`src/rtl/lfsr_prng_pkg.sv`:
```
// Shared definitions for the LFSR pseudo-random stream generator:
// operating modes, default Galois feedback masks and the single-step function.
package lfsr_prng_pkg;

    // Operating modes selected by the 2-bit mode input
    typedef enum logic [1:0] {
        MODE_HOLD     = 2'd0,
        MODE_RUN      = 2'd1,
        MODE_SEED_SER = 2'd2,
        MODE_SEED_PAR = 2'd3
    } mode_e;

    // Right-shift Galois feedback masks (top bit always set)
    localparam logic [31:0] POLY_32 = 32'h8020_0003; // x^32+x^22+x^2+x+1
    localparam logic [15:0] POLY_16 = 16'hB400;      // x^16+x^14+x^13+x^11+1
    localparam logic [7:0]  POLY_8  = 8'hB8;         // x^8+x^6+x^5+x^4+1

    // One Galois step on a zero-extended state. A zero state is treated like
    // a state with its LSB set, so the feedback mask is injected and the
    // register can never stay stuck at zero.
    function automatic logic [63:0] next_state(input logic [63:0] state,
                                               input logic [63:0] poly);
        logic [63:0] shifted;
        shifted = state >> 1;
        if (state[0] || (state == 64'd0)) begin
            return shifted ^ poly;
        end
        return shifted;
    endfunction

endpackage

```
`src/rtl/lfsr_prng_stream_core.sv`:
```
// LFSR state register: Galois step, serial and parallel seed load and the
// zero-state guard with its registered lockup pulse.
module lfsr_core
    import lfsr_prng_pkg::*;
#(
    parameter int              WIDTH = 32,
    parameter logic [WIDTH-1:0] POLY = POLY_32,
    parameter logic [WIDTH-1:0] SEED = 1
) (
    input  logic             clk,
    input  logic             rst_n,
    input  logic             en_i,
    input  logic             step_i,
    input  logic             ser_load_i,
    input  logic             par_load_i,
    input  logic             seed_bit_i,
    input  logic [WIDTH-1:0] seed_in_i,
    output logic [WIDTH-1:0] state_o,
    output logic             lockup_o
);

    logic [WIDTH-1:0] state_q, state_d;
    logic             lockup_q, lockup_d;

    // Select the next state: seed loads take priority over stepping
    always_comb begin
        state_d  = state_q;
        lockup_d = 1'b0;
        if (en_i) begin
            if (par_load_i) begin
                state_d = seed_in_i;
            end else if (ser_load_i) begin
                state_d = {seed_bit_i, state_q[WIDTH-1:1]};
            end else if (step_i) begin
                state_d  = WIDTH'(next_state(64'(state_q), 64'(POLY)));
                lockup_d = (state_q == '0);
            end
        end
    end

    // State and lockup registers with synchronous active-low reset
    always_ff @(posedge clk) begin
        if (!rst_n) begin
            state_q  <= SEED;
            lockup_q <= 1'b0;
        end else begin
            state_q  <= state_d;
            lockup_q <= lockup_d;
        end
    end

    assign state_o  = state_q;
    assign lockup_o = lockup_q;

endmodule

```
`src/rtl/lfsr_prng_stream.sv`:
```
// Top level of the LFSR pseudo-random word stream. Each output word is built
// from OUT_W fresh LFSR steps; a full output slot stalls the LFSR.
// Optional feature macro: LFSR_STEP_CNT_EN adds a 32-bit executed-step counter.
module lfsr_prng_stream
    import lfsr_prng_pkg::*;
#(
    parameter int               WIDTH = 32,
    parameter logic [WIDTH-1:0] POLY  = POLY_32,
    parameter logic [WIDTH-1:0] SEED  = 1,
    parameter int               OUT_W = 8
) (
    input  logic             clk,
    input  logic             rst_n,
    input  logic             en,
    input  logic [1:0]       mode,
    input  logic             seed_bit,
    input  logic [WIDTH-1:0] seed_in,
    output logic [WIDTH-1:0] state_o,
    output logic [OUT_W-1:0] out_data,
    output logic             out_valid,
    input  logic             out_ready,
    output logic             lockup
`ifdef LFSR_STEP_CNT_EN
    ,
    output logic [31:0]      step_cnt
`endif
);

    localparam int               CNT_W    = $clog2(OUT_W + 1);
    localparam logic [CNT_W-1:0] CNT_FULL = CNT_W'(OUT_W);

    mode_e            mode_sel;
    logic             step;
    logic             ser_load;
    logic             par_load;
    logic [CNT_W-1:0] cnt_q, cnt_d;
    logic [OUT_W-1:0] data_q, data_d;
    logic             valid_q, valid_d;
`ifdef LFSR_STEP_CNT_EN
    logic [31:0]      step_cnt_q, step_cnt_d;
`endif

    assign mode_sel = mode_e'(mode);

    lfsr_core #(
        .WIDTH (WIDTH),
        .POLY  (POLY),
        .SEED  (SEED)
    ) u_core (
        .clk        (clk),
        .rst_n      (rst_n),
        .en_i       (en),
        .step_i     (step),
        .ser_load_i (ser_load),
        .par_load_i (par_load),
        .seed_bit_i (seed_bit),
        .seed_in_i  (seed_in),
        .state_o    (state_o),
        .lockup_o   (lockup)
    );

    // Mode decode, word capture, stall and valid/ready retirement
    always_comb begin
        cnt_d    = cnt_q;
        data_d   = data_q;
        valid_d  = valid_q;
        step     = 1'b0;
        ser_load = 1'b0;
        par_load = 1'b0;
`ifdef LFSR_STEP_CNT_EN
        step_cnt_d = step_cnt_q;
`endif
        if (en) begin
            case (mode_sel)
                MODE_HOLD: begin
                    if (valid_q && out_ready) begin
                        valid_d = 1'b0;
                    end
                end
                MODE_RUN: begin
                    if (cnt_q != CNT_FULL) begin
                        step  = 1'b1;
                        cnt_d = cnt_q + 1'b1;
                        if (valid_q && out_ready) begin
                            valid_d = 1'b0;
                        end
                    end else if (!valid_q || out_ready) begin
                        data_d  = state_o[OUT_W-1:0];
                        valid_d = 1'b1;
                        step    = 1'b1;
                        cnt_d   = CNT_W'(1);
                    end
                end
                MODE_SEED_SER: begin
                    ser_load = 1'b1;
                    cnt_d    = '0;
                    valid_d  = 1'b0;
                end
                MODE_SEED_PAR: begin
                    par_load = 1'b1;
                    cnt_d    = '0;
                    valid_d  = 1'b0;
                end
                default: begin
                end
            endcase
`ifdef LFSR_STEP_CNT_EN
            if (ser_load || par_load) begin
                step_cnt_d = '0;
            end else if (step) begin
                step_cnt_d = step_cnt_q + 32'd1;
            end
`endif
        end
    end

    // Counter, output word and valid flag registers
    always_ff @(posedge clk) begin
        if (!rst_n) begin
            cnt_q   <= '0;
            data_q  <= '0;
            valid_q <= 1'b0;
        end else begin
            cnt_q   <= cnt_d;
            data_q  <= data_d;
            valid_q <= valid_d;
        end
    end

`ifdef LFSR_STEP_CNT_EN
    // Executed-step counter, wraps naturally at 2^32
    always_ff @(posedge clk) begin
        if (!rst_n) begin
            step_cnt_q <= '0;
        end else begin
            step_cnt_q <= step_cnt_d;
        end
    end

    assign step_cnt = step_cnt_q;
`endif

    assign out_data  = data_q;
    assign out_valid = valid_q;

endmodule

```
`config.mk`:
```
export PLATFORM = sky130hd
export DESIGN_NAME = lfsr_prng_stream
export DESIGN_NICKNAME = d
export VERILOG_FILES = /design/src/rtl/lfsr_prng_pkg.sv /design/src/rtl/lfsr_prng_stream_core.sv /design/src/rtl/lfsr_prng_stream.sv
export SDC_FILE = /design/constraint.sdc
export NUM_CORES = 1
export LEC_CHECK = 0
export CAP_MARGIN = 5
export CORE_MARGIN = 2
export CORE_UTILIZATION = 45
export CTS_BUF_LIST = sky130_fd_sc_hd__clkbuf_8 sky130_fd_sc_hd__clkbuf_16
export DETAILED_ROUTE_END_ITERATION = 10
export PLACE_DENSITY = 0.79
export SYNTH_ARGS = -nofsm -noshare
export SYNTH_HDL_FRONTEND = slang
export SYNTH_SLANG_ARGS = --single-unit
```
`constraint.sdc`:
```
create_clock -name clk -period 2.1 [get_ports clk]
set_input_delay 0.21 -clock clk [delete_from_list [all_inputs] [get_ports clk]]
set_output_delay 0.21 -clock clk [all_outputs]
set_load 0.01 [all_outputs]
```
==> metrics.txt <==
Avg Synthesized Cell Area=8.59 sq um; Wirelength per Cell=14.7 microns; number of antenna diodes=0; Crit Path Category=reg -> reg; core area=5110 sq um; first-pass GRT wire length=10.3 mm; H-tree depth=2; Hold WS=504 ps; Tot Pwr=0.00200 W; Yosys reg bits=46; Post-CTS Setup Inserts=0; worst-path maximum fanout=60; Synth async-reset ratio=0; I/O Buffers=80; max_cap viols=0; Die Wd=76.7 microns; Fmax=519 MHz; via count=2334; vias in the first global route=2218; Root Buffer=clkbuf_8; skew final=11.6 ps; Fillers=469; antenna-violating nets left=0; Worst Setup EP=u_core.state_o[6]; Post-synth EDFFs=0; unrepaired setup endpoints after global routing=no; CP cell instances=inv_1, ha_1, and3b_1, a21oi_2, or2_2, buf_12, nand3_1, o211a_1; post-synth top area cell=dfxtp_1; CTS tree=built; syn_nets=318; initial DRC count=93; Slew HR=0.650; Layout Nets=388; CP max-delay cell=dfxtp_1; crit path DAT=2130 ps; worst ir drop on vdd=451 uV; Yosys cell types=42; top cell type's share of synthesized area=0.387; Final Max Slew Viols=0; setup tns final=0 ps; status=finished clean; routability congestion estimate=0.797; worst-skew pair later-pin latency=310 ps; DP HPWL=4.27 mm; Cell Rows=26; Clock Path Buffers=2; Power per Cell Area=610 nW/um^2; share of layout cells above drive strength 1=0.0661; num ports=81; Worst Tran Pin Value=523 ps; die height=76.7 microns; CP startpoint=cnt_q[0]; CTS Hold Bufs=0; clock transition at the registers of the reported paths=90 ps; synth warn=0; Residual DRC=0; critical path's largest stage delay=410 ps; drt total wl=6.14 mm; Pre-antenna DRT Iters=4; fin cells=418; Worst R2R Setup Slack=170 ps; DIE AREA=5880 sq um; Post-synth top flop=dfxtp_1; Worst setup SP type=flop; worst setup margin=172 ps; Critical Path RT=2300 ps; Critical Path End Type=flop; GRT Total Usage=0.211; sequential-to-total area share from yosys stat=0.387; final worst path period need=1930 ps; synth cell count leaders=nand3_1, dfxtp_1, nand2_1; P_leak=1.40 nW; P&R area growth vs syn=37.6%; Crit Reg-Reg Endpoint=u_core.state_o[6]; Placed Instances=410; largest cells by area after synthesis=dfxtp_1, nand3_1, o211a_1, nand2_1, mux2i_1; most common cell in the netlist=nand3_1; dpl ws=87.5 ps; synthesized area=2380 sq um; initial antenna violation count=0; largest net degree at the start of global routing=61; cells after synthesis=277; Initial Utilization=0.466; clock sinks=46; TritonCTS buffer count=5; Final Hold Viols=0; R2R depth=8; total global routing overflow=0; Hold WC Path Type=reg -> reg; # setup viols final=0; Via density=5.58; Final period util=0.918; cts repair resizes=0; RR Startpoint=cnt_q[0]
cells in the final DEF, fill, tap and decap left out, types with 3 or more instances in the layout:
cell,netlist,final
dfxtp_1,46,46
mux2i_1,9,9
o211a_1,28,28
nand2_1,36,36
o21ai_0,6,6
clkbuf_8,0,5
inv_1,6,6
buf_4,1,5
clkdlybuf4s50_1,0,80
nor4_1,9,9
a21oi_1,5,5
a32o_1,3,3
nor2_1,7,7
nand3_1,56,56
nor2b_1,8,8
cells by family after synthesis:
| group | share of synthesized area |
|---|---|
| XOR/XNOR | 0.00368 |
| flip-flops | 0.387 |
| AND/OR/NAND/NOR | 0.280 |
| multiplexers | 0.0426 |
| adder cells (fa/ha/maj) | 0.0105 |
| buffers and inverters | 0.0779 |
| AO/OA/AOI/OAI | 0.198 |
report_power, final:
| group | leakage, nW | switching [W] | internal (W) |
|---|---|---|---|
| clock | 0.0441 | 0.000315 | 0.000234 |
| sequential | 0.377 | 0.0000664 | 0.000926 |
| combinational | 0.982 | 0.000200 | 0.000255 |
registers in the layout, summed over array words and instances, names as in the netlist:
| signal | flops |
|---|---|
| out_data | 8 |
| cnt_q | 4 |
| u_core.lockup_o | 1 |
| out_valid | 1 |
| u_core.state_o | 32 |
final cells by class:
| type | instances | area [sq um] | share of cell area |
|---|---|---|---|
| Clock buffer | 5 | 68.8 | 0.0210 |
| Clock inverter | 3 | 21.3 | 0.00650 |
| Inverter | 6 | 22.5 | 0.00688 |
| Multi-Input combinational cell | 201 | 1270 | 0.389 |
| Sequential cell | 46 | 921 | 0.281 |
| Tap cell | 70 | 87.6 | 0.0268 |
| Timing Repair Buffer | 87 | 878 | 0.268 |
layer usage:
layer  vias up  global-route usage  routed length [microns]
met5         -                   0                        0
met4         0              0.0709                       57
met3         7              0.0412                      345
met2        76               0.345                     2870
met1      1098               0.278                     2870
li1       1153                   -                        -
worst max-delay path: cells and delay by family, from the launching register on:
| family | cells | cell delay, ps |
|---|---|---|
| AND/OR/NAND/NOR | 3 | 520 |
| flip-flops | 1 | 410 |
| AO/OA/AOI/OAI | 2 | 350 |
| buffers and inverters | 2 | 300 |
| adder cells (fa/ha/maj) | 1 | 230 |
metrics by stage:
stage,util,area [sq um]
CTS,0.641,3270
global route,0.641,3270
floorplan,-,2380
global placement,0.623,3180
finish,0.641,3270
detailed placement,0.623,3180
how the worst min path moves through the flow:
| stage | startpoint | to | slack [ps] | cells after the start |
|---|---|---|---|---|
| after detailed placement | out_valid | out_valid | 490 | 2 |
| final | out_valid | out_valid | 500 | 2 |
| after global placement | out_valid | out_valid | 480 | 2 |
| after floorplan | out_ready | out_valid | 430 | 3 |
| after global routing | out_data[7] | out_data[7] | 570 | 2 |
| after CTS | out_valid | out_valid | 510 | 2 |
Power figures use the tool's default switching activity.
